`src/rtl/nic8_out_display.sv`:
```
// Output-port display for the nic8 CPU: captures each "out" byte, converts it to
// three BCD digits with a sequential double-dabble engine and scans a 3-digit 7-segment display.
module nic8_out_display #(
    parameter int SCAN_DIV      = 1024,
    parameter int BLANK_LEADING = 1
) (
    input  logic        clk,
    input  logic        reset,
    input  logic        out_strobe,
    input  logic [7:0]  out_data,
    output logic        busy,
    output logic        valid,
    output logic [11:0] bcd,
    output logic        overrun,
    output logic [6:0]  seg,
    output logic [2:0]  digit_en
);

    localparam int DIV_W = $clog2(SCAN_DIV);
    localparam logic [DIV_W-1:0] DIV_LAST = DIV_W'(SCAN_DIV - 1);

    typedef enum logic [1:0] {IDLE, CONVERT, UPDATE} state_t;

    state_t           state, stateNext;
    logic [19:0]      shiftReg;
    logic [2:0]       shiftCnt;
    logic             pendFull;
    logic [7:0]       pendData;
    logic [11:0]      bcdReg;
    logic             validReg;
    logic             overrunReg;
    logic [DIV_W-1:0] divCnt;
    logic [2:0]       digitEn;

    logic             loadEngine;
    logic [7:0]       loadSrc;
    logic             pendWrite;
    logic             pendClear;
    logic             setOverrun;

    // One double-dabble step: correct every BCD nibble >= 5, then shift left.
    function automatic logic [19:0] dabbleStep(input logic [19:0] r);
        logic [19:0] t;
        t = r;
        for (int i = 0; i < 3; i++) begin
            if (t[8+4*i +: 4] >= 4'd5)
                t[8+4*i +: 4] = t[8+4*i +: 4] + 4'd3;
        end
        return {t[18:0], 1'b0};
    endfunction

    function automatic logic [6:0] segDecode(input logic [3:0] d);
        case (d)
            4'd0:    return 7'h3F;
            4'd1:    return 7'h06;
            4'd2:    return 7'h5B;
            4'd3:    return 7'h4F;
            4'd4:    return 7'h66;
            4'd5:    return 7'h6D;
            4'd6:    return 7'h7D;
            4'd7:    return 7'h07;
            4'd8:    return 7'h7F;
            4'd9:    return 7'h6F;
            default: return 7'h00;
        endcase
    endfunction

    always_comb begin
        stateNext  = state;
        loadEngine = 1'b0;
        loadSrc    = out_data;
        pendWrite  = 1'b0;
        pendClear  = 1'b0;
        setOverrun = 1'b0;
        case (state)
            IDLE: begin
                if (out_strobe) begin
                    loadEngine = 1'b1;
                    stateNext  = CONVERT;
                end
            end
            CONVERT: begin
                if (shiftCnt == 3'd7)
                    stateNext = UPDATE;
                if (out_strobe) begin
                    pendWrite  = 1'b1;
                    setOverrun = pendFull;
                end
            end
            UPDATE: begin
                // A queued byte goes first; a simultaneous strobe refills the queue.
                if (pendFull) begin
                    loadEngine = 1'b1;
                    loadSrc    = pendData;
                    stateNext  = CONVERT;
                    if (out_strobe) pendWrite = 1'b1;
                    else            pendClear = 1'b1;
                end else if (out_strobe) begin
                    loadEngine = 1'b1;
                    stateNext  = CONVERT;
                end else begin
                    stateNext = IDLE;
                end
            end
            default: stateNext = IDLE;
        endcase
    end

    always_ff @(posedge clk or posedge reset) begin
        if (reset) begin
            state      <= IDLE;
            shiftCnt   <= 3'd0;
            pendFull   <= 1'b0;
            overrunReg <= 1'b0;
            bcdReg     <= 12'h000;
            validReg   <= 1'b0;
        end else begin
            state    <= stateNext;
            validReg <= (state == UPDATE);
            if (state == UPDATE)
                bcdReg <= shiftReg[19:8];
            if (loadEngine)
                shiftCnt <= 3'd0;
            else if (state == CONVERT)
                shiftCnt <= shiftCnt + 3'd1;
            if (pendWrite)
                pendFull <= 1'b1;
            else if (pendClear)
                pendFull <= 1'b0;
            if (setOverrun)
                overrunReg <= 1'b1;
        end
    end

    always_ff @(posedge clk) begin
        if (loadEngine)
            shiftReg <= {12'h000, loadSrc};
        else if (state == CONVERT)
            shiftReg <= dabbleStep(shiftReg);
        if (pendWrite)
            pendData <= out_data;
    end

    // Display scan runs freely, unrelated to the conversion engine.
    always_ff @(posedge clk or posedge reset) begin
        if (reset) begin
            divCnt  <= '0;
            digitEn <= 3'b001;
        end else if (divCnt == DIV_LAST) begin
            divCnt  <= '0;
            digitEn <= {digitEn[1:0], digitEn[2]};
        end else begin
            divCnt <= divCnt + 1'b1;
        end
    end

    always_comb begin
        logic [3:0] nib;
        logic       blank;
        nib   = bcdReg[3:0];
        blank = 1'b0;
        case (digitEn)
            3'b010: begin
                nib   = bcdReg[7:4];
                blank = (BLANK_LEADING != 0) && (bcdReg[11:8] == 4'd0) && (bcdReg[7:4] == 4'd0);
            end
            3'b100: begin
                nib   = bcdReg[11:8];
                blank = (BLANK_LEADING != 0) && (bcdReg[11:8] == 4'd0);
            end
            default: nib = bcdReg[3:0];
        endcase
        seg = blank ? 7'h00 : segDecode(nib);
    end

    assign busy     = (state != IDLE);
    assign valid    = validReg;
    assign bcd      = bcdReg;
    assign overrun  = overrunReg;
    assign digit_en = digitEn;

endmodule
```
`config.mk`:
```
export PLATFORM = sky130hd
export DESIGN_NAME = nic8_out_display
export DESIGN_NICKNAME = d
export VERILOG_FILES = /design/src/rtl/nic8_out_display.sv
export SDC_FILE = /design/constraint.sdc
export NUM_CORES = 1
export LEC_CHECK = 0
export BUFFER_PORTS_ARGS = -buffer_cell sky130_fd_sc_hd__buf_2
export CAP_MARGIN = 20
export CORE_AREA = 2 2 98 100
export CTS_CLUSTER_SIZE = 30
export DETAILED_ROUTE_END_ITERATION = 10
export DIE_AREA = 0 0 100 102
export PLACE_DENSITY = 0.64
export RECOVER_POWER = 25
export SETUP_SLACK_MARGIN = 0.1
export SLEW_MARGIN = 20
export SYNTH_ARGS = -nofsm -noshare
export SYNTH_HDL_FRONTEND = slang
export SYNTH_SLANG_ARGS = --single-unit
```
`constraint.sdc`:
```
create_clock -name clk -period 6.2 [get_ports clk]
set_clock_uncertainty 0.15 [all_clocks]
set_input_delay 0.31 -clock clk [delete_from_list [all_inputs] [get_ports clk]]
set_output_delay 0.31 -clock clk [all_outputs]
set_load 0.005 [all_outputs]
```
==> impl_metrics.tcl, run 1 <==
set metrics [dict create \
    status "finished, violations left" \
    violations "max-capacitance violations, max-slew violations" \
    p_sw_mw 0.566 \
    port-buffer-count 35 \
    fmax_mhz 304 \
    layout-drive-gt1-share 0.188 \
    yosysMostFrequentCell "dfrtp_1" \
    maxCapViolCount 1 \
    min_from "out_strobe" \
    n_antenna_cell 0 \
    rsz0062_at_grt "no" \
    dr_wl_met3_um 321 \
    routed_wirelength_mm 5.90 \
    grt_pass1_vias 2167 \
    syn-cell-area_sq_um 3150 \
    crit_path_start_kind "register" \
    critical-path-max-stage-delay_ns 0.83 \
    met1_length_mm 2.85 \
    yosys-top-cells-area "dfrtp_1 25%, edfxtp_1 15%, dfxtp_1 7.6%" \
    critical_path_arrival_ns 2.83 \
    fin_crit_ns 3.29 \
    ant_nets 0 \
    period_share 0.531 \
    rrSetupSlack_ns 3.33 \
    initial_core_util 0.345 \
    area_delta_synth_final_pct 17.5 \
    min_path_cells 3 \
    coreArea_sq_um 9110 \
    yosysUniqueCellTypes 47 \
    antenna_found_initial 0 \
    min_to "pendFull" \
    synth.ff_latch_count 61 \
    setup_viol 0 \
    ctsResizeCount 0 \
    dr.pass1.iters 4 \
    fin_util 0.406 \
    clock-root-buffer "clkbuf_8" \
    ys_top_cells_by_count "32 x dfrtp_1, 25 x nor2_1, 23 x mux2i_1" \
    fp.dieH_um 102 \
    grt_usage 0.130 \
    critical-path-slowest-cell "o311ai_0" \
    timing.rr.end "pendData[5]" \
    grt-ovfl-total 0 \
    relSlewSlack -0.182 \
    cts.sinks 61 \
    tightest_slew_ns 1.77 \
    grt_first_pass_wirelength_mm 10.4 \
    clk_latency_ns 0.34 \
    crit_type "reg2out" \
    cts_tree "built" \
    top_layer_used "met4" \
    grt_max_degree 34 \
    synth.top_cell.area_share 0.254 \
    via_count 2224 \
    gp_congestion 0.811 \
    tns_ns 0 \
    required_ns 5.74 \
    synth.net_count 316 \
    ir_drop_uv 274 \
    rr_startpoint "state[0]" \
    cts_buffer_depth 2 \
    routed-wl-met2_mm 2.64 \
    p_int_mw 1.05 \
    pwr-share-comb 0.369 \
    path_cells "nand2b_1, o311ai_0, inv_1, ha_1, o32ai_1, buf_2" \
    io_pins 36 \
    numCtsBuffers 9 \
    final_net_count 360 \
    sw_frac_of_total 0.351 \
    fp.dieW_um 100 \
    fp-row-count 35 \
    holdCritPathClass "in2reg" \
    ys_seq_area_frac 0.492 \
    synth_edf_count 16 \
    seqPwrFrac 0.404 \
    final_hold_viol_count 0 \
    async_flop_share 0.541 \
    syn_inst 286 \
    postSynthAreaPerCell_sq_um 11.0 \
    cts.clk_slew.worst_paths_ns 0.07 \
    clockPowerShare 0.227 \
    worstSetupEndpointType "output port" \
    drv_slew 34 \
    place_hpwl_mm 4.22 \
    die-area_sq_um 10200 \
    wl_per_cell_um 13.2 \
    crit_path_max_fanout 17 \
    reg2reg_depth 4 \
    htreeDepth 3 \
    viasPerCell 4.99 \
    n_fill_cell 898 \
    drc_errors 0 \
    p_per_area_nw_per_um2 436 \
    drt_iter0_drc 79 \
    p_leak_nw 1.66 \
    ys_warn_count 0 \
    synth-main-ff-cell "dfrtp_1" \
    yosysTopAreaCell "dfrtp_1" \
]
-- placed cells by master (no fill, tap or decap), types with 2 or more instances in the layout --
cell type	count
clkbuf_8	12
o21ai_0	13
inv_1	18
and3_1	2
clkbuf_1	9
nand3_1	8
buf_2	27
nor3b_1	2
o311ai_0	2
ha_1	19
a21oi_1	20
and4_1	2
nor3_1	3
a211oi_1	2
mux2i_1	23
xor2_1	4
edfxtp_1	16
mux2_2	15
xnor2_1	8
nand2_1	13
nand2b_1	4
nor2_1	25
dfrtp_1	32
dfxtp_1	12
o32ai_1	6
o21bai_1	2
dlygate4sd3_1	9
nor2b_1	4
-- power groups by stage --
stage | logic, mW | registers, mW | clock network (mW)
after floorplan | 0.451 | 0.628 | 0
after global placement | 0.575 | 0.653 | 0
after detailed placement | 0.597 | 0.659 | 0
after CTS | 0.603 | 0.653 | 0.378
after global routing | 0.674 | 0.673 | 0.399
final | 0.595 | 0.652 | 0.366
-- final cells by class --
| type | count | area [sq um] | area share |
|---|---|---|---|
| clock buffer | 13 | 169 | 0.0457 |
| timing repair buffer | 45 | 259 | 0.0700 |
| sequential | 61 | 1550 | 0.418 |
| clock inverter | 3 | 42.5 | 0.0115 |
| multi-input combinational | 195 | 1470 | 0.399 |
| tap | 111 | 139 | 0.0376 |
| inverter | 18 | 67.6 | 0.0183 |
-- metrics by stage --
| step | hold WS, ns | instances | instance area (sq um) | setup WS [ns] | power, mW |
|---|---|---|---|---|---|
| global placement | 0.278 | 421 | 3410 | 3.39 | 1.23 |
| CTS | 0.0875 | 446 | 3710 | 2.87 | 1.63 |
| floorplan | 0.259 | 286 | 3150 | 3.71 | 1.08 |
| detailed placement | 0.278 | 421 | 3410 | 3.24 | 1.26 |
| global route | 0.117 | 446 | 3700 | 2.57 | 1.75 |
| finish | 0.110 | 446 | 3700 | 2.91 | 1.61 |
-- layer usage --
metal | up-vias | GRT usage
li1 | 1106 | -
met1 | 1055 | 0.174
met2 | 55 | 0.195
met3 | 8 | 0.0472
met4 | 0 | 0.0443
met5 | - | 0
-- worst max path at each step --
| stage | start | to | slack [ns] |
|---|---|---|---|
| 5_1_grt | digit_en[1] | seg[3] | 2.57 |
| 3_3_place_gp | digit_en[1] | seg[6] | 3.39 |
| 3_5_place_dp | digit_en[1] | seg[6] | 3.24 |
| 6_report | digit_en[1] | seg[6] | 2.91 |
| 4_1_cts | digit_en[1] | seg[6] | 2.87 |
| 2_1_floorplan | digit_en[0] | seg[5] | 3.71 |
-- sequential cells by signal, summed over array words and instances, names as in the netlist --
name	count
bcd	12
state	2
shiftReg	20
valid	1
divCnt	10
shiftCnt	3
pendData	8
overrun	1
pendFull	1
digit_en	3
-- repair_timing --
item | CTS | global route
endpoints found under the hold margin | 40 | 0
buffers inserted | 0 | 0
hold buffers | 9 | 0
-- kinds of logic (layout without fill, tap and decap cells) --
family,Yosys count,in the layout,synth area share
and+or+nand+nor,69,69,0.110
DFF,61,61,0.492
muxes,38,38,0.127
xor gates and xnor gates,12,12,0.0334
buffers and inverters,30,79,0.0398
AOI/OAI and AO/OA,57,57,0.122
adders and majority gates,19,19,0.0755
-- worst max-delay path: cells and delay by family (launching register included) --
family	cells	cell delay, ns
AOI/OAI and AO/OA	2	1.10
adders and majority gates	1	0.27
buffers and inverters	2	0.32
DFF	1	0.61
and+or+nand+nor	1	0.20
Note: power is estimated with default switching activity, not from simulation.
==> inputs of run 2 (changes only) <==
- PLACE_DENSITY: 0.64 -> 0.66
- clock period: 6.2 -> 2.7 ns (I/O delays scaled with it)
==> impl_metrics.tcl, run 2 (same netlist as run 1, synthesis figures left out) <==
set metrics [dict create \
    cts.clk_slew.worst_paths_ns 0.07 \
    htreeDepth 3 \
    status "completed" \
    cts.sinks 61 \
    layout-drive-gt1-share 0.298 \
    maxCapViolCount 0 \
    cts_buffer_depth 2 \
    path_buf_inv 2 \
    grt_max_degree 34 \
    grt_first_pass_wirelength_mm 10.5 \
    design_area_sq_um 4060 \
    viasPerCell 5.02 \
    tns_ns 0 \
    initial_core_util 0.345 \
    drc_errors 0 \
    crit_path_max_fanout 6 \
    ir_drop_uv 509 \
    holdCritPathClass "in2async" \
    instances_no_fill 470 \
    drt_iter0_drc 87 \
    place_hpwl_mm 4.22 \
    gp_congestion 0.878 \
    routed_wirelength_mm 6.55 \
    cpLargestDelayFamily "simple AND/OR/NAND/NOR gates" \
    numCtsBuffers 9 \
    grt_usage 0.128 \
    final_common_cell "dfrtp_1" \
    regMostFlops "shiftReg" \
    period_share 0.949 \
    whs_ns 0.278 \
    n_fill_cell 842 \
    relSlewSlack 0.643 \
    area_delta_synth_final_pct 28.9 \
    wl_per_cell_um 13.9 \
    n_antenna_cell 0 \
    critical-path-max-stage-delay_ns 0.48 \
    largest_reg_flops 20 \
    place_inst 426 \
    final_cell_mix "30 x dfrtp_1, 28 x buf_2, 25 x nor2_1" \
    dpl-instance-area_sq_um 3450 \
    port-buffer-count 35 \
    p_per_area_nw_per_um2 987 \
    grt-ovfl-total 0 \
    drv_slew 0 \
    clk_latency_ns 0.33 \
    ant_nets 0 \
    tightest_slew_ns 0.533 \
    dr.pass1.iters 4 \
    critical_path_arrival_ns 2.28 \
    antenna_found_initial 0 \
    setup.worst_path.start "digit_en[1]" \
    grt_pass1_vias 2256 \
    p_leak_nw 1.80 \
    worstSetupEndpointType "output port" \
    path_cells "buf_4, or4b_1, o32ai_2, and3_4, or2b_4, o32ai_1, buf_2" \
    coreArea_sq_um 9110 \
    fin_crit_ns 2.56 \
    rr_startpoint "divCnt[0]" \
    required_ns 2.41 \
    die-area_sq_um 10200 \
    fp.dieW_um 100 \
    crit_type "reg2out" \
    cts_tree "built" \
    fmax_mhz 390 \
    fp-row-count 35 \
    clock-root-buffer "clkbuf_8" \
    crit_path_start_kind "register" \
    setup_viol 0 \
    final_net_count 384 \
    final_hold_viol_count 0 \
    rrSetupSlack_ns 0.58 \
    critical-path-slowest-cell "or4b_1" \
    rsz0062_at_grt "yes" \
    fp.dieH_um 102 \
    via_count 2360 \
    io_pins 36 \
]
[run 2: changes by cell type in the layout (fill, tap and decap cells not counted), sizes merged]
| cell | previous run | this run |
|---|---|---|
| clkbuf | 21 | 15 |
| dlygate4sd3 | 9 | 10 |
| bufinv | 1 | 2 |
| clkinvlp | 1 | 0 |
| inv | 18 | 22 |
| buf | 28 | 53 |
[run 2: path summary, 6_finish.rpt]
check	cells past startpoint	endpoint
max	7	seg[0]
min	4	divCnt[4]
max reg2reg	5	digit_en[1]
min reg2reg	1	divCnt[9]
max in group asynchronous	4	digit_en[1]
min in group clk	1	divCnt[9]
[run 2: timing repair]
item / CTS / global route
setup endpoints to repair: 7 / 7
hold buffers: 10 / 0
setup buffers: 2 / 16
resized for setup: 7 / 24
pin swaps: 0 / 8
endpoints found under the hold margin: 42 / 0
[run 2: worst min-delay path, cell delays in order]
cell	delay (ns)
dlygate4sd3_1	0.53
buf_2	0.11
inv_1	0.04
buf_4	0.37
[run 2: metal layers]
metal | share of wire | up-vias | track usage
met5 | 0 | - | 0
met4 | 0.0035 | 0 | 0.0379
met1 | 0.45 | 1137 | 0.163
met2 | 0.50 | 59 | 0.211
met3 | 0.049 | 3 | 0.0397
li1 | - | 1161 | -
[run 2: final cells by class]
cell class / count / area, sq um / area share
Multi-Input combinational cell: 195 / 1600 / 0.394
Inverter: 18 / 67.6 / 0.0167
Tap cell: 111 / 139 / 0.0342
Sequential cell: 61 / 1550 / 0.382
Timing Repair Buffer: 69 / 475 / 0.117
Clock buffer: 9 / 124 / 0.0305
Clock inverter: 7 / 104 / 0.0256
[run 2: power by group]
group	internal (mW)	switching, mW	total (mW)
Clock	0.534	0.389	0.922
Combinational	0.772	0.803	1.58
Sequential	1.26	0.243	1.51
Total	2.57	1.43	4.00
[run 2: through the flow]
stage	utilization	power, mW	setup WS (ns)
5_1_grt	0.445	4.28	0.0632
2_1_floorplan	-	2.48	0.380
4_1_cts	0.419	3.87	0.0549
6_report	0.445	4.00	0.138
3_5_place_dp	0.379	2.92	0.262
3_3_place_gp	0.379	2.85	0.375
==> inputs of run 3 (changes only) <==
- ABC_AREA: unset -> 1
- CORE_AREA: 2 2 98 100 -> 2 2 99 101
- DIE_AREA: 0 0 100 102 -> 0 0 101 103
==> impl_metrics.tcl, run 3 <==
set metrics [dict create \
    drc_errors 0 \
    crit_type "reg2out" \
    final_cell_mix "65 x nand2_1, 50 x inv_1, 33 x nor2_1" \
    p_per_area_nw_per_um2 928 \
    ys_top_cells_by_count "65 x nand2_1, 50 x inv_1, 34 x nor2_1" \
    async_flop_share 0.541 \
    viasPerCell 4.66 \
    crit_path_start_kind "register" \
    holdCritPathClass "in2async" \
    path_cells "nor2_4, nand2_4, nand2_4, nor2_2, nor2_4, inv_1, ha_1, nor2_2, nor2_1, nor2_2, buf_2" \
    synth.net_count 396 \
    syn-cell-area_sq_um 3210 \
    syn_inst 366 \
    status "completed" \
    io_pins 36 \
    htreeDepth 3 \
    critical-path-slowest-cell "dfrtp_2" \
    yosysTopAreaCell "dfrtp_1" \
    initial_core_util 0.339 \
    tns_ns 0 \
    grt_usage 0.131 \
    whs_ns 0.284 \
    crit_path_max_fanout 6 \
    final_hold_viol_count 0 \
    yosys-top-cells-area "dfrtp_1 25%, edfxtp_1 15%, nand2_1 7.6%" \
    setup_viol 0 \
    ant_nets 0 \
    ir_drop_uv 412 \
    drt_iter0_drc 107 \
    worstSetupEndpointType "output port" \
    place_hpwl_mm 4.63 \
    clk_latency_ns 0.33 \
    die-area_sq_um 10400 \
    final_net_count 454 \
    area_delta_synth_final_pct 21.1 \
    coreArea_sq_um 9460 \
    routed_wirelength_mm 6.37 \
    wl_per_cell_um 11.7 \
    relSlewSlack 0.651 \
    cts.sinks 61 \
    critical_path_arrival_ns 2.16 \
    cts_buffer_depth 2 \
    yosysMostFrequentCell "nand2_1" \
    ys_warn_count 0 \
    regMostFlops "shiftReg" \
    cts_tree "built" \
    n_antenna_cell 0 \
    rsz0062_at_grt "no" \
    tightest_slew_ns 0.523 \
    fin_crit_ns 2.44 \
    synth.top_cell.area_share 0.249 \
    p_total_mw 3.61 \
    p_leak_nw 1.81 \
    synth.ff_latch_count 61 \
    drv_slew 0 \
    required_ns 2.41 \
    synth-main-ff-cell "dfrtp_1" \
    largest_reg_flops 20 \
    path_buf_inv 2 \
    ys_seq_area_frac 0.482 \
    fp-row-count 36 \
    numCtsBuffers 9 \
    grt_pass1_vias 2465 \
    grt-ovfl-total 0 \
    cpMostUsedCell "nor2_2" \
    via_count 2532 \
    postSynthAreaPerCell_sq_um 8.77 \
    port-buffer-count 35 \
    dr.pass1.iters 5 \
    fmax_mhz 410 \
    yosysUniqueCellTypes 33 \
    cts.clk_slew.worst_paths_ns 0.07 \
    fp.dieW_um 101 \
    final_common_cell "nand2_1" \
    layout-drive-gt1-share 0.203 \
    gp_congestion 0.815 \
    grt_max_degree 34 \
    fp.dieH_um 103 \
    period_share 0.904 \
    grt_first_pass_wirelength_mm 10.9 \
    synth_edf_count 16 \
    cpLargestDelayFamily "simple AND/OR/NAND/NOR gates" \
    critical-path-max-stage-delay_ns 0.46 \
    clock-root-buffer "clkbuf_8" \
    maxCapViolCount 0 \
    antenna_found_initial 0 \
]
-- run 3: cell count changes after synthesis, sizes merged, moves of 10 or more --
cell and delta:
mux2 -14, o21ai +14, nand3 +24, nor2 +21, inv +34, mux2i -23
nand2 +61, a21oi -10
-- run 3: timing repair --
action,4_1_cts,5_1_grt
hold buffers,10,0
hold endpoints to repair,41,0
setup endpoints to repair,0,6
resized for setup,0,4
setup buffers,0,5
-- run 3: area by class of cell --
type	count	area [sq um]
Fill cell	949	5570
Clock inverter	5	78.8
Clock buffer	11	163
Timing Repair Buffer	56	348
Sequential cell	61	1550
Tap cell	114	143
Inverter	53	199
Multi-Input combinational cell	243	1410
-- run 3: tightest hold or removal path, delay by kind of cell --
kind	cells	cell delay [ns]
buf+inv	4	1.06
-- run 3: layer usage --
layer,wire [um],vias up,GRT usage
met2,3010,53,0.226
met4,36,0,0.0333
met1,3040,1164,0.158
met3,286,6,0.0454
met5,0,-,0
li1,-,1309,-
-- run 3: path summary, 6_finish.rpt --
| check | startpoint | end | slack [ns] | cells past startpoint |
|---|---|---|---|---|
| min in group clk | shiftReg[19] | bcd[11] | 0.33 | 2 |
| min | reset | pendFull | 0.28 | 4 |
| max in group asynchronous | reset | digit_en[0] | 1.78 | 4 |
| min reg2reg | shiftReg[19] | bcd[11] | 0.33 | 2 |
| max | digit_en[2] | seg[3] | 0.26 | 11 |
| max reg2reg | state[0] | shiftReg[7] | 0.50 | 6 |
-- run 3: metrics by stage --
| step | instances | utilization | setup WS [ns] | cell area, sq um |
|---|---|---|---|---|
| CTS | 538 | 0.407 | 0.124 | 3850 |
| finish | 543 | 0.411 | 0.259 | 3890 |
| floorplan | 366 | - | 0.754 | 3210 |
| global route | 543 | 0.411 | 0.109 | 3890 |
| detailed placement | 512 | 0.371 | 0.485 | 3510 |
| global placement | 512 | 0.371 | 0.554 | 3510 |
-- run 3: kinds of logic (layout without fill, tap and decap cells) --
kind of cell | count (synthesis) | in the layout | share of synthesized area
and+or+nand+nor | 159 | 159 | 0.238
buffers and inverters | 62 | 125 | 0.0818
DFF | 61 | 61 | 0.482
AOI/OAI and AO/OA | 57 | 57 | 0.102
adders and majority gates | 19 | 19 | 0.0740
xor gates and xnor gates | 7 | 7 | 0.0191
muxes | 1 | 1 | 0.00351
-- run 3: report_power, final --
part | total [mW] | leakage, nW | internal [mW] | switching (mW)
Sequential | 1.36 | 0.669 | 1.21 | 0.148
Combinational | 1.29 | 1.02 | 0.488 | 0.806
Clock | 0.953 | 0.121 | 0.600 | 0.353
Total | 3.61 | 1.81 | 2.30 | 1.31
